## src/rtl/song_tone_sequencer_if.sv

```systemverilog
// Player-side control inputs and tone/status outputs of the song tone sequencer.
interface song_tone_sequencer_if;
    logic       is_playing;
    logic [1:0] song;
    logic       tone;
    logic [2:0] note_idx;
    logic [2:0] note_code;
    logic       active;
    logic       song_end;

    modport master (
        output is_playing, song,
        input  tone, note_idx, note_code, active, song_end
    );

    modport slave (
        input  is_playing, song,
        output tone, note_idx, note_code, active, song_end
    );
endinterface

```

## src/rtl/song_tone_sequencer.sv

```systemverilog
// Steps through a fixed 4x8 note table for the selected song and drives a square-wave tone.
// Pauses freeze position, a song change restarts at note 0, and each full pass pulses song_end.
module song_tone_sequencer #(
    parameter int unsigned NOTE_LEN  = 64,
    parameter int unsigned HALF_BASE = 4,
    parameter int unsigned HALF_STEP = 2
) (
    input  logic                  clk,
    input  logic                  rst,
    song_tone_sequencer_if.slave  bus
);

    localparam int unsigned CNT_W = 16;

    typedef enum logic [1:0] {
        IDLE  = 2'd0,
        PLAY  = 2'd1,
        PAUSE = 2'd2
    } state_e;

    state_e             state_q, state_d;
    logic [1:0]         cur_song_q, cur_song_d;
    logic [2:0]         note_idx_q, note_idx_d;
    logic [2:0]         note_code_q, note_code_d;
    logic [CNT_W-1:0]   dur_cnt_q, dur_cnt_d;
    logic [CNT_W-1:0]   half_cnt_q, half_cnt_d;
    logic               tone_q, tone_d;
    logic               active_q, active_d;
    logic               song_end_q, song_end_d;

    // Note table, one row per song, index 7 in the leftmost slot.
    function automatic logic [2:0] note_lookup(input logic [1:0] s, input logic [2:0] i);
        logic [7:0][2:0] row;
        case (s)
            2'd0:    row = {3'd0, 3'd7, 3'd6, 3'd5, 3'd4, 3'd3, 3'd2, 3'd1};
            2'd1:    row = {3'd0, 3'd1, 3'd2, 3'd3, 3'd4, 3'd5, 3'd6, 3'd7};
            2'd2:    row = {3'd0, 3'd1, 3'd3, 3'd5, 3'd7, 3'd5, 3'd3, 3'd1};
            default: row = {3'd7, 3'd7, 3'd0, 3'd4, 3'd4, 3'd0, 3'd4, 3'd4};
        endcase
        return row[i];
    endfunction

    // Higher codes give shorter half-periods, i.e. higher pitch.
    function automatic logic [CNT_W-1:0] half_len(input logic [2:0] k);
        return CNT_W'(HALF_BASE + (32'd8 - 32'(k)) * HALF_STEP);
    endfunction

    always_ff @(posedge clk or negedge rst) begin
        if (!rst) begin
            state_q     <= IDLE;
            cur_song_q  <= 2'd0;
            note_idx_q  <= 3'd0;
            note_code_q <= 3'd0;
            dur_cnt_q   <= '0;
            half_cnt_q  <= '0;
            tone_q      <= 1'b0;
            active_q    <= 1'b0;
            song_end_q  <= 1'b0;
        end else begin
            state_q     <= state_d;
            cur_song_q  <= cur_song_d;
            note_idx_q  <= note_idx_d;
            note_code_q <= note_code_d;
            dur_cnt_q   <= dur_cnt_d;
            half_cnt_q  <= half_cnt_d;
            tone_q      <= tone_d;
            active_q    <= active_d;
            song_end_q  <= song_end_d;
        end
    end

    always_comb begin
        state_d    = state_q;
        cur_song_d = cur_song_q;
        note_idx_d = note_idx_q;
        dur_cnt_d  = dur_cnt_q;
        half_cnt_d = half_cnt_q;
        tone_d     = tone_q;
        song_end_d = 1'b0;

        case (state_q)
            IDLE: begin
                tone_d = 1'b0;
                if (bus.is_playing) begin
                    state_d    = PLAY;
                    cur_song_d = bus.song;
                    note_idx_d = 3'd0;
                    dur_cnt_d  = '0;
                    half_cnt_d = '0;
                end
            end
            PLAY: begin
                if (!bus.is_playing) begin
                    state_d = PAUSE;
                    tone_d  = 1'b0;
                end else if (dur_cnt_q == CNT_W'(NOTE_LEN - 1)) begin
                    dur_cnt_d  = '0;
                    half_cnt_d = '0;
                    tone_d     = 1'b0;
                    note_idx_d = note_idx_q + 3'd1;
                    song_end_d = (note_idx_q == 3'd7);
                end else begin
                    dur_cnt_d = dur_cnt_q + CNT_W'(1);
                    if (note_code_q == 3'd0) begin
                        tone_d     = 1'b0;
                        half_cnt_d = '0;
                    end else if (half_cnt_q == half_len(note_code_q) - CNT_W'(1)) begin
                        tone_d     = ~tone_q;
                        half_cnt_d = '0;
                    end else begin
                        half_cnt_d = half_cnt_q + CNT_W'(1);
                    end
                end
            end
            PAUSE: begin
                tone_d = 1'b0;
                if (bus.is_playing) begin
                    state_d = PLAY;
                end
            end
            default: begin
                state_d = IDLE;
                tone_d  = 1'b0;
            end
        endcase

        // A new song selection restarts the pass and overrides any note advance or wrap.
        if (state_q != IDLE && bus.song != cur_song_q) begin
            cur_song_d = bus.song;
            note_idx_d = 3'd0;
            dur_cnt_d  = '0;
            half_cnt_d = '0;
            tone_d     = 1'b0;
            song_end_d = 1'b0;
        end

        note_code_d = (state_d == IDLE) ? 3'd0 : note_lookup(cur_song_d, note_idx_d);
        active_d    = (state_d == PLAY);
    end

    assign bus.tone      = tone_q;
    assign bus.note_idx  = note_idx_q;
    assign bus.note_code = note_code_q;
    assign bus.active    = active_q;
    assign bus.song_end  = song_end_q;

endmodule

```

## src/flat_wrapper.sv

```systemverilog
// flat-port wrapper written by rule: the top's interface ports become plain ports
module song_tone_sequencer_flat 
#(
    parameter int unsigned NOTE_LEN  = 64,
    parameter int unsigned HALF_BASE = 4,
    parameter int unsigned HALF_STEP = 2
)
  (clk, rst, bus_is_playing, bus_song, bus_tone, bus_note_idx, bus_note_code, bus_active, bus_song_end);
  song_tone_sequencer_if bus_i ();
  input  logic clk;
  input  logic rst;
  input wire logic [$bits(bus_i.is_playing)-1:0] bus_is_playing;
  input wire logic [$bits(bus_i.song)-1:0] bus_song;
  output wire logic [$bits(bus_i.tone)-1:0] bus_tone;
  output wire logic [$bits(bus_i.note_idx)-1:0] bus_note_idx;
  output wire logic [$bits(bus_i.note_code)-1:0] bus_note_code;
  output wire logic [$bits(bus_i.active)-1:0] bus_active;
  output wire logic [$bits(bus_i.song_end)-1:0] bus_song_end;
  assign bus_i.is_playing = bus_is_playing;
  assign bus_i.song = bus_song;
  assign bus_tone = bus_i.tone;
  assign bus_note_idx = bus_i.note_idx;
  assign bus_note_code = bus_i.note_code;
  assign bus_active = bus_i.active;
  assign bus_song_end = bus_i.song_end;
  song_tone_sequencer #(.NOTE_LEN(NOTE_LEN), .HALF_BASE(HALF_BASE), .HALF_STEP(HALF_STEP)) u_core (.clk(clk), .rst(rst), .bus(bus_i));
endmodule
```

## config.mk

```make
export PLATFORM = sky130hd
export DESIGN_NAME = song_tone_sequencer_flat
export DESIGN_NICKNAME = d
export VERILOG_FILES = /design/src/rtl/song_tone_sequencer_if.sv /design/src/rtl/song_tone_sequencer.sv /design/src/flat_wrapper.sv
export SDC_FILE = /design/constraint.sdc
export NUM_CORES = 1
export LEC_CHECK = 0
export ABC_AREA = 1
export CORE_MARGIN = 8
export CORE_UTILIZATION = 56
export CTS_BUF_LIST = sky130_fd_sc_hd__clkbuf_2 sky130_fd_sc_hd__clkbuf_4 sky130_fd_sc_hd__clkbuf_8
export DETAILED_ROUTE_END_ITERATION = 8
export GPL_ROUTABILITY_DRIVEN = 0
export HOLD_SLACK_MARGIN = 0.08
export PLACE_DENSITY = 0.78
export RECOVER_POWER = 100
export SLEW_MARGIN = 20
export SYNTH_ARGS = -nofsm -noshare
export SYNTH_HDL_FRONTEND = slang
export SYNTH_SLANG_ARGS = --single-unit
```

## constraint.sdc

```tcl
create_clock -name clk -period 1.6 [get_ports clk]
set_input_delay 0.32 -clock clk [delete_from_list [all_inputs] [get_ports clk]]
set_output_delay 0.32 -clock clk [all_outputs]
set_load 0.1 [all_outputs]
```

Yosys cells after proc, flatten, opt, wreduce, memory -nomap -nowiden
Cells that the tools add are included.
W data, S select, Z words.
{"block": "totals", "ff_bits": 45, "in_bits": 5, "word_cells": 74}
{"block": "op_classes", "n_addsub": 6, "n_lt_le_gt_ge": 1, "eq_ne": 12, "n_mux": 36, "n_bitwise": 1, "reduce_logical": 9}
{"cell": "$mux W16", "count": 9}
{"cell": "$pmux W24 S3", "count": 1}
{"cell": "$pmux W16 S2", "count": 2}
{"cell": "$add A16 B1 Y16 const B", "count": 2}
{"cell": "$mux W3", "count": 6}
{"cell": "$add A3 B16 Y16 const A", "count": 1}
{"cell": "$eq A16 B16 Y1", "count": 1}
{"cell": "$eq A16 B6 Y1 const B", "count": 1}
{"cell": "$sub A16 B1 Y16 const B", "count": 1}
{"cell": "$mux W1", "count": 10}
{"cell": "$mux W2", "count": 5}
{"cell": "$bmux W3 S3", "count": 1}
{"cell": "$eq A2 B1 Y1 const B", "count": 3}
{"cell": "$logic_not A2 Y1", "count": 3}
{"cell": "$ne A3 B2 Y1 const B", "count": 2}
{"cell": "$ne A6 B2 Y1 const B", "count": 1}
{"cell": "$pmux W3 S2", "count": 1}
{"cell": "$sub A4 B3 Y5 const A", "count": 1}
{"cell": "$eq A2 B2 Y1 const B", "count": 2}
{"cell": "$lt A3 B4 Y1 const B", "count": 1}
{"cell": "$pmux W2 S2", "count": 1}
{"cell": "$add A3 B1 Y3 const B", "count": 1}
{"cell": "$eq A3 B3 Y1 const B", "count": 1}
{"cell": "$logic_not A3 Y1", "count": 1}
{"cell": "other kinds (7)", "count": 7}

Logic depth before layout (Yosys ltp)
{"block": "logic_depth", "ltp_word": 10, "mapped_depth": 15, "mapped_depth_nobuf": 15}

Least setup slack after synthesis
Ideal clock, no wire load.
{"block": "synth_timing", "path_kind": "reg2reg", "from": "register u_core.note_code_q[0], in the netlist u_core.bus.note_code[0]", "to": "register u_core.half_cnt_q[0]", "arrival_time_ns": 2.361, "slack_ns": -0.884, "path_stages_with_launch": 12, "synth_period_minus_slack_ns": 2.484, "path_cell_list": "dfrtp_1 -> inv_1 -> ha_1 -> ha_1 -> nand4_1 -> nor2_1 -> inv_1 -> nand4_1 -> o21ai_1 -> inv_2 -> nand2_1 -> o21ai_1"}
{"block": "synth_via", "elab_chain_len": 10, "word_cells_on_any_way": 11}
{"element": "start: declaration", "line": "song_tone_sequencer.sv:24", "source": "logic [2:0] note_code_q, note_code_d;"}
{"element": "start signal: assignment", "line": "song_tone_sequencer.sv:63", "source": "note_code_q <= note_code_d;"}
{"element": "$sub A4 B3 Y5", "line": "song_tone_sequencer.sv:45", "source": "return CNT_W'(HALF_BASE + (32'd8 - 32'(k)) * HALF_STEP);"}
{"element": "$add A3 B16 Y16", "line": "song_tone_sequencer.sv:45"}
{"element": "$sub A16 B1 Y16", "line": "song_tone_sequencer.sv:107", "source": "end else if (half_cnt_q == half_len(note_code_q) - CNT_W'(1)) begin"}
{"element": "$eq A16 B16 Y1", "line": "song_tone_sequencer.sv:107"}
{"element": "$mux W16", "line": "song_tone_sequencer.sv:107"}
{"element": "$mux W16 *", "line": "song_tone_sequencer.sv:104", "source": "if (note_code_q == 3'd0) begin"}
{"element": "$mux W16 *", "line": "song_tone_sequencer.sv:96", "source": "end else if (dur_cnt_q == CNT_W'(NOTE_LEN - 1)) begin"}
{"element": "$mux W16 *", "line": "song_tone_sequencer.sv:93", "source": "if (!bus.is_playing) begin"}
{"element": "$pmux W16 S2 *", "line": "song_tone_sequencer.sv:81", "source": "case (state_q)"}
{"element": "$mux W16 *", "line": "song_tone_sequencer.sv:128", "source": "if (state_q != IDLE && bus.song != cur_song_q) begin"}
{"element": "end signal: assignment", "line": "song_tone_sequencer.sv:65", "source": "half_cnt_q <= half_cnt_d;"}
{"element": "end: declaration", "line": "song_tone_sequencer.sv:26", "source": "logic [CNT_W-1:0] half_cnt_q, half_cnt_d;"}
Mark *: on every way between the ends. The rest lies on a longest branch, timed or not. The select of a mux whose other input is x is not followed.
A chain may end at the register's enable or synchronous reset.

Worst setup path in the final report
{"block": "layout_timing", "from": "register u_core.note_code_q[1], in the netlist u_core.bus.note_code[1]", "to": "register u_core.half_cnt_q[7]"}
The elaborated chain is that of the path after synthesis.

==> summary.txt <==
Run status
  • Outcome: finished, violations left
  • Failing checks: negative setup slack

Logic synthesis
  • Main combinational cell family by area after synthesis: simple AND/OR/NAND/NOR gates
  • Post-synthesis mux area share: 0%
  • Mapped Area: 2820 um2
  • Unique masters post-synth: 34
  • Post-Synth XOR/XNOR Area: 4.04%
  • Dominant cells by area after synthesis: dfrtp_1 (40%), nand2_1 (11%), inv_1 (6.0%)
  • Area share of the largest cell type after synthesis: 39.9%
  • Compound-Gate Fraction of Synth Area: about a tenth
  • Synth Area in Adders: under 10%
  • Mapped Nets: around 400
  • Gate Count Post-Synth: roughly 380
  • Post-synth top area cell: dfrtp_1
  • Seq/Total Area, Yosys: about two fifths
  • Simple-Gate Fraction of Synth Area: a little under a third
  • Yosys warning count: 0
  • Flops & latches, synth: between 40 and 50
  • Synthesized area per cell: ~7.5 um2

Power
  • Pwr Density: ~850 nW/um2
  • Total power: ~3800 uW
  • Static Leak: a little over 0.002 uW
  • VDD IR-drop max: between 0.0007 and 0.0008 V

Worst setup path
  • CP arrival: 2.29 ns
  • Crit-path max cell delay: around 0.52 ns
  • Critical Path Sink Type: flop
  • Worst path most repeated cell: o21ai_2
  • Crit Path Class: flop to flop
  • Worst Setup Start Kind: flop
  • Worst-path fanout max: 6
  • Slowest-stage cell, CP: dfrtp_4
  • Critical Path RT: roughly 1.8 ns
  • Crit-path cells: inv_6 -> ha_4 -> xnor2_2 -> xor2_1 -> nand4_1 -> o21ai_2 -> inv_2 -> nand2_4 -> o21ai_2

Layout
  • Synthesis-to-layout area growth: 59.7%
  • Layout cells sized above 1: 50.3%
  • Final layout net count: 504
  • FILL cells: approximately 190
  • Cell area after layout: approximately 4500 um2
  • Number of diodes: 0

CTS
  • CTS root buffer: clkbuf_8
  • Worst skew pair latency: 0.33 ns
  • CTS tree: built
  • CTS buffer count: 5
  • Clk sink count: 45
  • Worst-path clk slew: 0.09 ns
  • Clk buf depth: 2
  • H-Tree Depth: 2

Routing
  • Initial drt markers: roughly 370
  • Mean routed wirelength per cell: about 23 um
  • Residual DRC: 0
  • Pre-antenna DRT Iters: 7
  • Vias per cell: roughly 6.4
  • Final ANT Viol Nets: 0
  • Via count: 3583
  • Total wire length: 12800 um

Placement
  • Port Buf Inserts: 13
  • Placed Instance Area: 3690 um2
  • Post-DP HPWL: between 5000 and 6000 um

STA
  • Fmax: 482 MHz
  • Worst slew pin tran: 0.535 ns
  • Final Hold Vio Count: 0
  • Setup TNS: -11.10 ns
  • Crit share post-route: 130%
  • Setup WS post-layout: -0.477 ns
  • Max Clock Skew: 0.00642 ns
  • Final setup fails: 39
  • Max Slew Vio Count: 0
  • Slew margin rel.: between 60% and 70%
  • Minimum clock period after layout: a little over 2 ns
  • RSZ-0062 raised after global routing: true

Die
  • Die X: around 87 um
  • Die H: between 80 and 90 um
  • Die area: roughly 7600 um2
  • # IOs: 14
  • Cell Rows: 26
  • Core footprint: about 5000 um2
  • Initial Utilization: a little under three fifths

Global routing
  • Global-route wire length before repair: 15800 um
  • Number of global-route vias before repair: 3419
  • Total gr overflow: 0
  • Initial antenna violation count: 0
  • Tot GR Track Use: a little over a quarter
  • Largest net degree at the start of global routing: 20

Worst hold path
  • Worst min-delay path class: input pin to async pin

Run
  • Maximum Capacitance Violations: 0
==> cells in the mapped netlist <==
cell / instances
a31oi_1: 2
nor4_1: 4
nand2_2: 3
o21ai_1: 12
o211ai_1: 1
buf_6: 1
dfrtp_1: 45
a22o_1: 1
a211oi_1: 2
nand2_1: 82
nand2_4: 2
clkbuf_1: 2
nor3_1: 7
nor3_2: 2
nor2_1: 43
o21ai_0: 16
inv_1: 45
inv_2: 13
nand3_2: 3
xnor2_1: 3
o22ai_1: 3
or2_4: 1
nand4_1: 13
nor3b_2: 1
nor2_4: 2
nor2_2: 6
buf_2: 1
nand3_1: 18
and3_1: 1
buf_4: 1
xor2_1: 10
ha_1: 11
nand3b_1: 2
a21oi_1: 19
==> sequential cells by signal (all words and copies together), names as in the netlist <==
signal,count
u_core.dur_cnt_q,16
u_core.half_cnt_q,16
u_core.bus.note_code,3
u_core.bus.note_idx,3
u_core.cur_song_q,2
u_core.state_q,2
u_core.bus.active,1
u_core.bus.song_end,1
u_core.bus.tone,1
==> metrics by stage <==
| step | utilization [%] | setup WS (ns) | hold WS (ns) | std cells |
|---|---|---|---|---|
| final | 90.5 | -0.477 | 0.522 | 559 |
| after global routing | 90.5 | -0.631 | 0.564 | 559 |
| after detailed placement | 74.2 | -0.581 | 0.309 | 522 |
| after CTS | 84.2 | -0.270 | 0.513 | 543 |
| after floorplan | - | -0.303 | 0.0244 | 378 |
| after global placement | 74.2 | -0.530 | 0.303 | 522 |
==> report_power, final <==
part	switching (uW)	total (uW)	internal [uW]
combinational	1020	1740	728
sequential	78.1	1280	1200
clock	465	791	326
==> what timing repair did <==
action / in CTS / in global routing
hold endpoints to repair: 17 / 0
pin swaps: 36 / 51
gates cloned: 1 / 0
resized for setup: 79 / 69
setup buffers: 12 / 20
hold buffers: 1 / 0
setup endpoints to repair: 36 / 39
==> worst max-delay path: cells and delay by family, from the launching register on <==
| kind | cells | cell delay (ns) |
|---|---|---|
| buffers and inverters | 2 | 0.21 |
| xor gates and xnor gates | 2 | 0.33 |
| AOI/OAI and AO/OA | 2 | 0.36 |
| and+or+nand+nor | 2 | 0.34 |
| adders and majority gates | 1 | 0.20 |
| DFF | 1 | 0.52 |
==> per-layer routing <==
metal / wire length (um) / track usage (%)
met5: 0 / 0
met1: 4500 / 29.1
met3: 1340 / 5.85
met2: 5920 / 46.8
met4: 1070 / 14.9
==> logic make-up after synthesis <==
family / after synthesis
DFF: 45
AOI/OAI and AO/OA: 56
adders and majority gates: 11
xor gates and xnor gates: 13
and+or+nand+nor: 190
buffers and inverters: 63
==> final timing paths <==
path	from	to	slack, ns	cells after the start
worst min register to register	u_core.half_cnt_q[0]	u_core.half_cnt_q[0]	0.57	1
worst max register to register	u_core.bus.note_code[1]	u_core.half_cnt_q[7]	-0.48	9
worst min-delay path	rst	u_core.half_cnt_q[6]	0.52	2
min in group clk	u_core.half_cnt_q[0]	u_core.half_cnt_q[0]	0.57	1
worst max-delay path	u_core.bus.note_code[1]	u_core.half_cnt_q[7]	-0.48	9
max in group asynchronous	rst	u_core.bus.note_idx[1]	0.25	3
==> final cells by class <==
| type | count | area [um2] | share of cell area [%] |
|---|---|---|---|
| Multi-Input combinational cell | 271 | 2000 | 44.3 |
| Clock buffer | 6 | 76.3 | 1.69 |
| Timing Repair Buffer | 107 | 941 | 20.9 |
| Tap cell | 70 | 87.6 | 1.94 |
| Inverter | 58 | 240 | 5.33 |
| Clock inverter | 2 | 15.0 | 0.333 |
| Sequential cell | 45 | 1150 | 25.5 |
==> layout by cell type, fill, tap and decap left out, types with 7 or more instances in the layout <==
master | synthesis | layout
buf_4 | 1 | 73
nand2_1 | 82 | 58
dfrtp_1 | 45 | 38
inv_1 | 45 | 33
nor2_1 | 43 | 31
inv_2 | 13 | 21
nand2_2 | 3 | 20
buf_6 | 1 | 16
nor2_4 | 2 | 13
nand4_1 | 13 | 13
o21ai_2 | 0 | 13
nand3_1 | 18 | 13
xor2_1 | 10 | 10
o21ai_1 | 12 | 9
a21oi_1 | 19 | 9
nand2_4 | 2 | 8
a21oi_2 | 0 | 8
nor2_2 | 6 | 7
buf_12 | 0 | 7
Note: power is estimated with default switching activity, not from simulation.
